$ cat config.mk
export PLATFORM = sky130hd
export DESIGN_NAME = aes_128_inv_subbytes
export DESIGN_NICKNAME = d
export VERILOG_FILES = /design/src/rtl/aes_128_inv_subbytes.sv
export SDC_FILE = /design/constraint.sdc
export NUM_CORES = 1
export LEC_CHECK = 0
export ABC_AREA = 1
export BUFFER_PORTS_ARGS = -buffer_cell sky130_fd_sc_hd__buf_2
export CAP_MARGIN = 40
export CORE_ASPECT_RATIO = 1.25
export CORE_MARGIN = 5
export CORE_UTILIZATION = 50
export DETAILED_ROUTE_END_ITERATION = 12
export MAX_ROUTING_LAYER = met4
export PLACE_DENSITY = 0.81
export SLEW_MARGIN = 20
export SYNTH_ARGS = -nofsm -noshare
export SYNTH_HDL_FRONTEND = slang
export SYNTH_HIERARCHICAL = 1
export SYNTH_SLANG_ARGS = --single-unit
$ cat constraint.sdc
create_clock -name clk -period 19.01 [get_ports clk]
set_input_delay 1.901 -clock clk [delete_from_list [all_inputs] [get_ports clk]]
set_output_delay 1.901 -clock clk [all_outputs]
set_load 0.05 [all_outputs]
$ cat src/rtl/aes_128_inv_subbytes.sv
// aes_128_inv_subbytes: decrypt-side InvShiftRows + InvSubBytes stage.
// A 128-bit state is captured, then looked up one 4-byte output column per
// cycle through two dual-port inverse S-box ROMs. Results are held in an
// output register until the consumer takes them.

// Dual-port inverse S-box ROM with registered read data, cleared by clr.
module aes_128_inv_sbox (
   input  logic       clk,
   input  logic       clr,
   input  logic [7:0] addr_a,
   input  logic [7:0] addr_b,
   output logic [7:0] data_a,
   output logic [7:0] data_b
);

   localparam logic [7:0] INV_SBOX [256] = '{
      8'h52, 8'h09, 8'h6a, 8'hd5, 8'h30, 8'h36, 8'ha5, 8'h38, 8'hbf, 8'h40, 8'ha3, 8'h9e, 8'h81, 8'hf3, 8'hd7, 8'hfb,
      8'h7c, 8'he3, 8'h39, 8'h82, 8'h9b, 8'h2f, 8'hff, 8'h87, 8'h34, 8'h8e, 8'h43, 8'h44, 8'hc4, 8'hde, 8'he9, 8'hcb,
      8'h54, 8'h7b, 8'h94, 8'h32, 8'ha6, 8'hc2, 8'h23, 8'h3d, 8'hee, 8'h4c, 8'h95, 8'h0b, 8'h42, 8'hfa, 8'hc3, 8'h4e,
      8'h08, 8'h2e, 8'ha1, 8'h66, 8'h28, 8'hd9, 8'h24, 8'hb2, 8'h76, 8'h5b, 8'ha2, 8'h49, 8'h6d, 8'h8b, 8'hd1, 8'h25,
      8'h72, 8'hf8, 8'hf6, 8'h64, 8'h86, 8'h68, 8'h98, 8'h16, 8'hd4, 8'ha4, 8'h5c, 8'hcc, 8'h5d, 8'h65, 8'hb6, 8'h92,
      8'h6c, 8'h70, 8'h48, 8'h50, 8'hfd, 8'hed, 8'hb9, 8'hda, 8'h5e, 8'h15, 8'h46, 8'h57, 8'ha7, 8'h8d, 8'h9d, 8'h84,
      8'h90, 8'hd8, 8'hab, 8'h00, 8'h8c, 8'hbc, 8'hd3, 8'h0a, 8'hf7, 8'he4, 8'h58, 8'h05, 8'hb8, 8'hb3, 8'h45, 8'h06,
      8'hd0, 8'h2c, 8'h1e, 8'h8f, 8'hca, 8'h3f, 8'h0f, 8'h02, 8'hc1, 8'haf, 8'hbd, 8'h03, 8'h01, 8'h13, 8'h8a, 8'h6b,
      8'h3a, 8'h91, 8'h11, 8'h41, 8'h4f, 8'h67, 8'hdc, 8'hea, 8'h97, 8'hf2, 8'hcf, 8'hce, 8'hf0, 8'hb4, 8'he6, 8'h73,
      8'h96, 8'hac, 8'h74, 8'h22, 8'he7, 8'had, 8'h35, 8'h85, 8'he2, 8'hf9, 8'h37, 8'he8, 8'h1c, 8'h75, 8'hdf, 8'h6e,
      8'h47, 8'hf1, 8'h1a, 8'h71, 8'h1d, 8'h29, 8'hc5, 8'h89, 8'h6f, 8'hb7, 8'h62, 8'h0e, 8'haa, 8'h18, 8'hbe, 8'h1b,
      8'hfc, 8'h56, 8'h3e, 8'h4b, 8'hc6, 8'hd2, 8'h79, 8'h20, 8'h9a, 8'hdb, 8'hc0, 8'hfe, 8'h78, 8'hcd, 8'h5a, 8'hf4,
      8'h1f, 8'hdd, 8'ha8, 8'h33, 8'h88, 8'h07, 8'hc7, 8'h31, 8'hb1, 8'h12, 8'h10, 8'h59, 8'h27, 8'h80, 8'hec, 8'h5f,
      8'h60, 8'h51, 8'h7f, 8'ha9, 8'h19, 8'hb5, 8'h4a, 8'h0d, 8'h2d, 8'he5, 8'h7a, 8'h9f, 8'h93, 8'hc9, 8'h9c, 8'hef,
      8'ha0, 8'he0, 8'h3b, 8'h4d, 8'hae, 8'h2a, 8'hf5, 8'hb0, 8'hc8, 8'heb, 8'hbb, 8'h3c, 8'h83, 8'h53, 8'h99, 8'h61,
      8'h17, 8'h2b, 8'h04, 8'h7e, 8'hba, 8'h77, 8'hd6, 8'h26, 8'he1, 8'h69, 8'h14, 8'h63, 8'h55, 8'h21, 8'h0c, 8'h7d
   };

   // Registered lookup on both ports; clr forces the read registers to zero.
   always_ff @(posedge clk) begin
      if (clr) begin
         data_a <= 8'h00;
         data_b <= 8'h00;
      end else begin
         data_a <= INV_SBOX[addr_a];
         data_b <= INV_SBOX[addr_b];
      end
   end

endmodule

module aes_128_inv_subbytes (
   input  logic         clk,
   input  logic         kill,
   input  logic [127:0] in_data,
   input  logic         in_valid,
   output logic         in_ready,
   output logic [127:0] out_data,
   output logic         out_valid,
   input  logic         out_ready
);

   typedef enum logic [1:0] {
      IDLE  = 2'd0,
      RUN   = 2'd1,
      DRAIN = 2'd2,
      DONE  = 2'd3
   } state_t;

   state_t         state_reg;
   logic [1:0]     col_reg;
   logic [127:0]   cap_reg;
   logic [127:0]   out_reg;

   logic [7:0]     rom_addr [4];
   logic [7:0]     rom_data [4];
   logic [1:0]     wr_col;

   // Row r of output column col comes from input column (col - r) mod 4;
   // the 2-bit subtraction provides the wrap for free.
   genvar gi;
   generate
      for (gi = 0; gi < 4; gi++) begin : g_addr
         localparam logic [1:0] ROW = 2'(gi);
         logic [1:0] src_col;
         assign src_col      = col_reg - ROW;
         assign rom_addr[gi] = cap_reg[{src_col, ROW, 3'b000} +: 8];
      end
   endgenerate

   // Two ROMs, two ports each: rows 0/1 on the first, rows 2/3 on the second.
   generate
      for (gi = 0; gi < 2; gi++) begin : g_rom
         aes_128_inv_sbox u_rom (
            .clk    (clk),
            .clr    (kill),
            .addr_a (rom_addr[2*gi]),
            .addr_b (rom_addr[2*gi+1]),
            .data_a (rom_data[2*gi]),
            .data_b (rom_data[2*gi+1])
         );
      end
   endgenerate

   // ROM data lags the address by one cycle, so it belongs to column col-1.
   // In DRAIN col has already wrapped to 0, which makes this column 3.
   assign wr_col = col_reg - 2'd1;

   // Control FSM, input capture and output column writes.
   always_ff @(posedge clk) begin
      if (kill) begin
         state_reg <= IDLE;
         col_reg   <= 2'd0;
         out_reg   <= 128'd0;
      end else begin
         case (state_reg)
            IDLE: begin
               if (in_valid) begin
                  cap_reg   <= in_data;
                  col_reg   <= 2'd0;
                  state_reg <= RUN;
               end
            end
            RUN: begin
               col_reg <= col_reg + 2'd1;
               if (col_reg != 2'd0) begin
                  for (int r = 0; r < 4; r++) begin
                     out_reg[{wr_col, 2'(r), 3'b000} +: 8] <= rom_data[r];
                  end
               end
               if (col_reg == 2'd3) begin
                  state_reg <= DRAIN;
               end
            end
            DRAIN: begin
               for (int r = 0; r < 4; r++) begin
                  out_reg[{wr_col, 2'(r), 3'b000} +: 8] <= rom_data[r];
               end
               state_reg <= DONE;
            end
            DONE: begin
               if (out_ready) begin
                  state_reg <= IDLE;
               end
            end
            default: begin
               state_reg <= IDLE;
            end
         endcase
      end
   end

   assign in_ready  = (state_reg == IDLE);
   assign out_valid = (state_reg == DONE);
   assign out_data  = out_reg;

endmodule

==> impl_metrics.tcl <==
set metrics [dict create \
    status "finished clean" \
    fin_crit_sh_pct 26.61 \
    postSynthNetCount 4073 \
    netlist.area_leader.share_pct 20.26 \
    worstPathArrival_ps 5520 \
    grt_setup_unrepaired "no" \
    die_height_um 253.1 \
    crit_type "flip-flop to flip-flop" \
    cts_buffers 30 \
    viasPerCell 6.204 \
    cts-root-buf "clkbuf_16" \
    setup_viol 0 \
    fin_tns_setup_ps 0 \
    worst_setup_path_start_kind "flip-flop" \
    wl_per_cell_um 23.70 \
    final_util_pct 55.69 \
    drt_iter0_drc 4620 \
    cts_sinks 292 \
    yosysWarnings 6 \
    syn_inst 3849 \
    ctsResizeCount 0 \
    start_util_pct 50.32 \
    endpoint_kind "flip-flop" \
    place_ws_ps 14160 \
    ys_top_cells_by_area "nand3_1, edfxtp_1, nand2_1, dfxtp_1, nor2_1" \
    syn_area_per_cell_um2 6.144 \
    period_minus_slack_ps 5058 \
    grt_pass1_vias 26320 \
    cts_hold_buf 0 \
    fin_nets 4158 \
    antenna_found_initial 10 \
    route.vias.total 28550 \
    fmax_mhz 197.7 \
    cts_buffer_depth 3 \
    drt-total-wl_mm 109.1 \
    seq_area_frac_synth_pct 30.14 \
    dieArea_um2 51770 \
    routabilityCongestion 1.077 \
    path_clk_slew_ps 70 \
    coreArea_um2 46990 \
    grt_overflow 0 \
    synth_area_um2 23650 \
    hpwl_mm 76.25 \
    leakagePower_nw 12.72 \
    rows 89 \
    required_ps 19480 \
    grt_start_max_net_pins 129 \
    drive_above_1_share_pct 11.39 \
    grt_pass1_wl_mm 161.9 \
    worst_pin_slew_ps 915.4 \
    worst-path-max-fanout 66 \
    vdd_drop_max_mv 0.1616 \
    portBuffers 261 \
    ant_nets 0 \
    fin_ws_ps 13950 \
    hold_class "flip-flop to flip-flop" \
    htree_levels 1 \
    synth_cell_types 38 \
    synth_seq_cells 292 \
    io_pins 262 \
    tritoncts "built" \
    postCtsSetupRepairBufs 0 \
    yosysTopAreaCell "nand3_1" \
    maxSlewViolCount 0 \
    areaGrowthSynthToFinish_pct 10.68 \
    clock_skew_ps 27.11 \
    die_x_um 204.5 \
    drc 0 \
    track_usage_pct 41.48 \
    hold_viol_final 0 \
    p_per_area_nw_per_um2 221.8 \
    clkLatencyLatePin_ps 610 \
    dr.pass1.iters 6 \
    max_slew_margin_pct 38.97 \
    cap_violations 0 \
]
[cells in the final DEF, fill, tap and decap left out, drive strengths merged, types with 14 or more instances in the layout]
cell,instances
ha,92
edfxtp,128
dfxtp,164
nand3,959
nand2,985
inv,286
clkbuf,42
a21oi,169
nor2,505
o22ai,32
buf,322
clkinv,14
o21ai,144
nor3,81
[layout make-up]
class	count	area (um2)
inverter	289	1094
tap	637	797.0
sequential	292	7131
timing repair buffer	322	1909
fill	4812	20820
clock inverter	14	101.3
multi-input combinational	2999	14260
antenna	7	17.52
clock buffer	42	857.1
[synth_stat cells]
| cell | instances |
|---|---|
| nand2_1 | 961 |
| nand3_1 | 957 |
| nor2_1 | 494 |
| inv_1 | 268 |
| a21oi_1 | 167 |
| dfxtp_1 | 164 |
| o21ai_0 | 141 |
| edfxtp_1 | 128 |
| buf_2 | 106 |
| ha_1 | 92 |
| clkbuf_1 | 90 |
| nor3_1 | 81 |
| o22ai_1 | 32 |
| buf_1 | 31 |
| nand2_2 | 23 |
| buf_6 | 21 |
| buf_4 | 20 |
| inv_2 | 14 |
| nor2_2 | 9 |
| nand4_1 | 6 |
| clkinv_1 | 5 |
| o211ai_1 | 5 |
| a31oi_1 | 4 |
| or2_2 | 4 |
| o21a_1 | 3 |
| o21ai_1 | 3 |
| o21bai_1 | 3 |
| or2_1 | 3 |
| a21oi_2 | 2 |
| inv_4 | 2 |
| nand3_2 | 2 |
| nor2_4 | 2 |
| a211oi_1 | 1 |
| a21o_1 | 1 |
| and2_1 | 1 |
| clkbuf_2 | 1 |
| nand2_4 | 1 |
| nand3b_1 | 1 |
[final timing paths]
kind,start,endpoint,slack (ps),depth (start not counted)
hold / removal,out_data[14]$_SDFFE_PP0P_,out_data[14]$_SDFFE_PP0P_,510,4
setup reg to reg,col_reg[0]$_SDFFE_PP0P_,g_rom[0].u_rom/data_b[0]$_SDFF_PP0_,13950,16
setup / recovery,col_reg[0]$_SDFFE_PP0P_,g_rom[0].u_rom/data_b[0]$_SDFF_PP0_,13950,16
hold reg to reg,out_data[14]$_SDFFE_PP0P_,out_data[14]$_SDFFE_PP0P_,510,4
[worst max-delay path, cell delays in order, from the launching register on]
cell,delay [ps]
dfxtp_4,830
clkinv_2,140
ha_2,370
buf_4,610
o21ai_0,220
o22ai_1,200
buf_4,250
inv_1,270
ha_1,470
nor2_1,490
nor2_1,250
o21ai_0,390
nand3_1,120
nand2_1,80
nand2_1,50
nand2_1,100
a21oi_1,70
[per-layer routing]
| metal | vias up | global-route usage [%] | wire length, um |
|---|---|---|---|
| met5 | - | - | 0 |
| met4 | 0 | 27.40 | 9518 |
| met3 | 594 | 7.954 | 12050 |
| met2 | 2187 | 65.18 | 49280 |
| met1 | 12870 | 48.39 | 38230 |
| li1 | 12900 | - | - |
[power breakdown]
part / switching, W / internal, W
sequential: 0.0000778 / 0.000773
clock: 0.000271 / 0.000316
combinational: 0.00322 / 0.00115
total: 0.00357 / 0.00223
[logic make-up after synthesis]
family                     synth area share (%)
AOI/OAI and AO/OA                         8.022
adders and majority gates                 4.868
buffers and inverters                     10.43
DFF                                       30.14
and+or+nand+nor                           46.54
[stage by stage]
step / hold WS [ps] / power (W) / cell area (um2) / instances
detailed placement: 494.8 / 0.005002 / 25180 / 4538
floorplan: 483.6 / 0.003760 / 23650 / 3849
global placement: 493.6 / 0.005055 / 25000 / 4530
global route: 525.3 / 0.006128 / 26170 / 4601
CTS: 507.3 / 0.005606 / 26140 / 4594
finish: 506.1 / 0.005806 / 26170 / 4602
(Power assumes the default switching activity.)
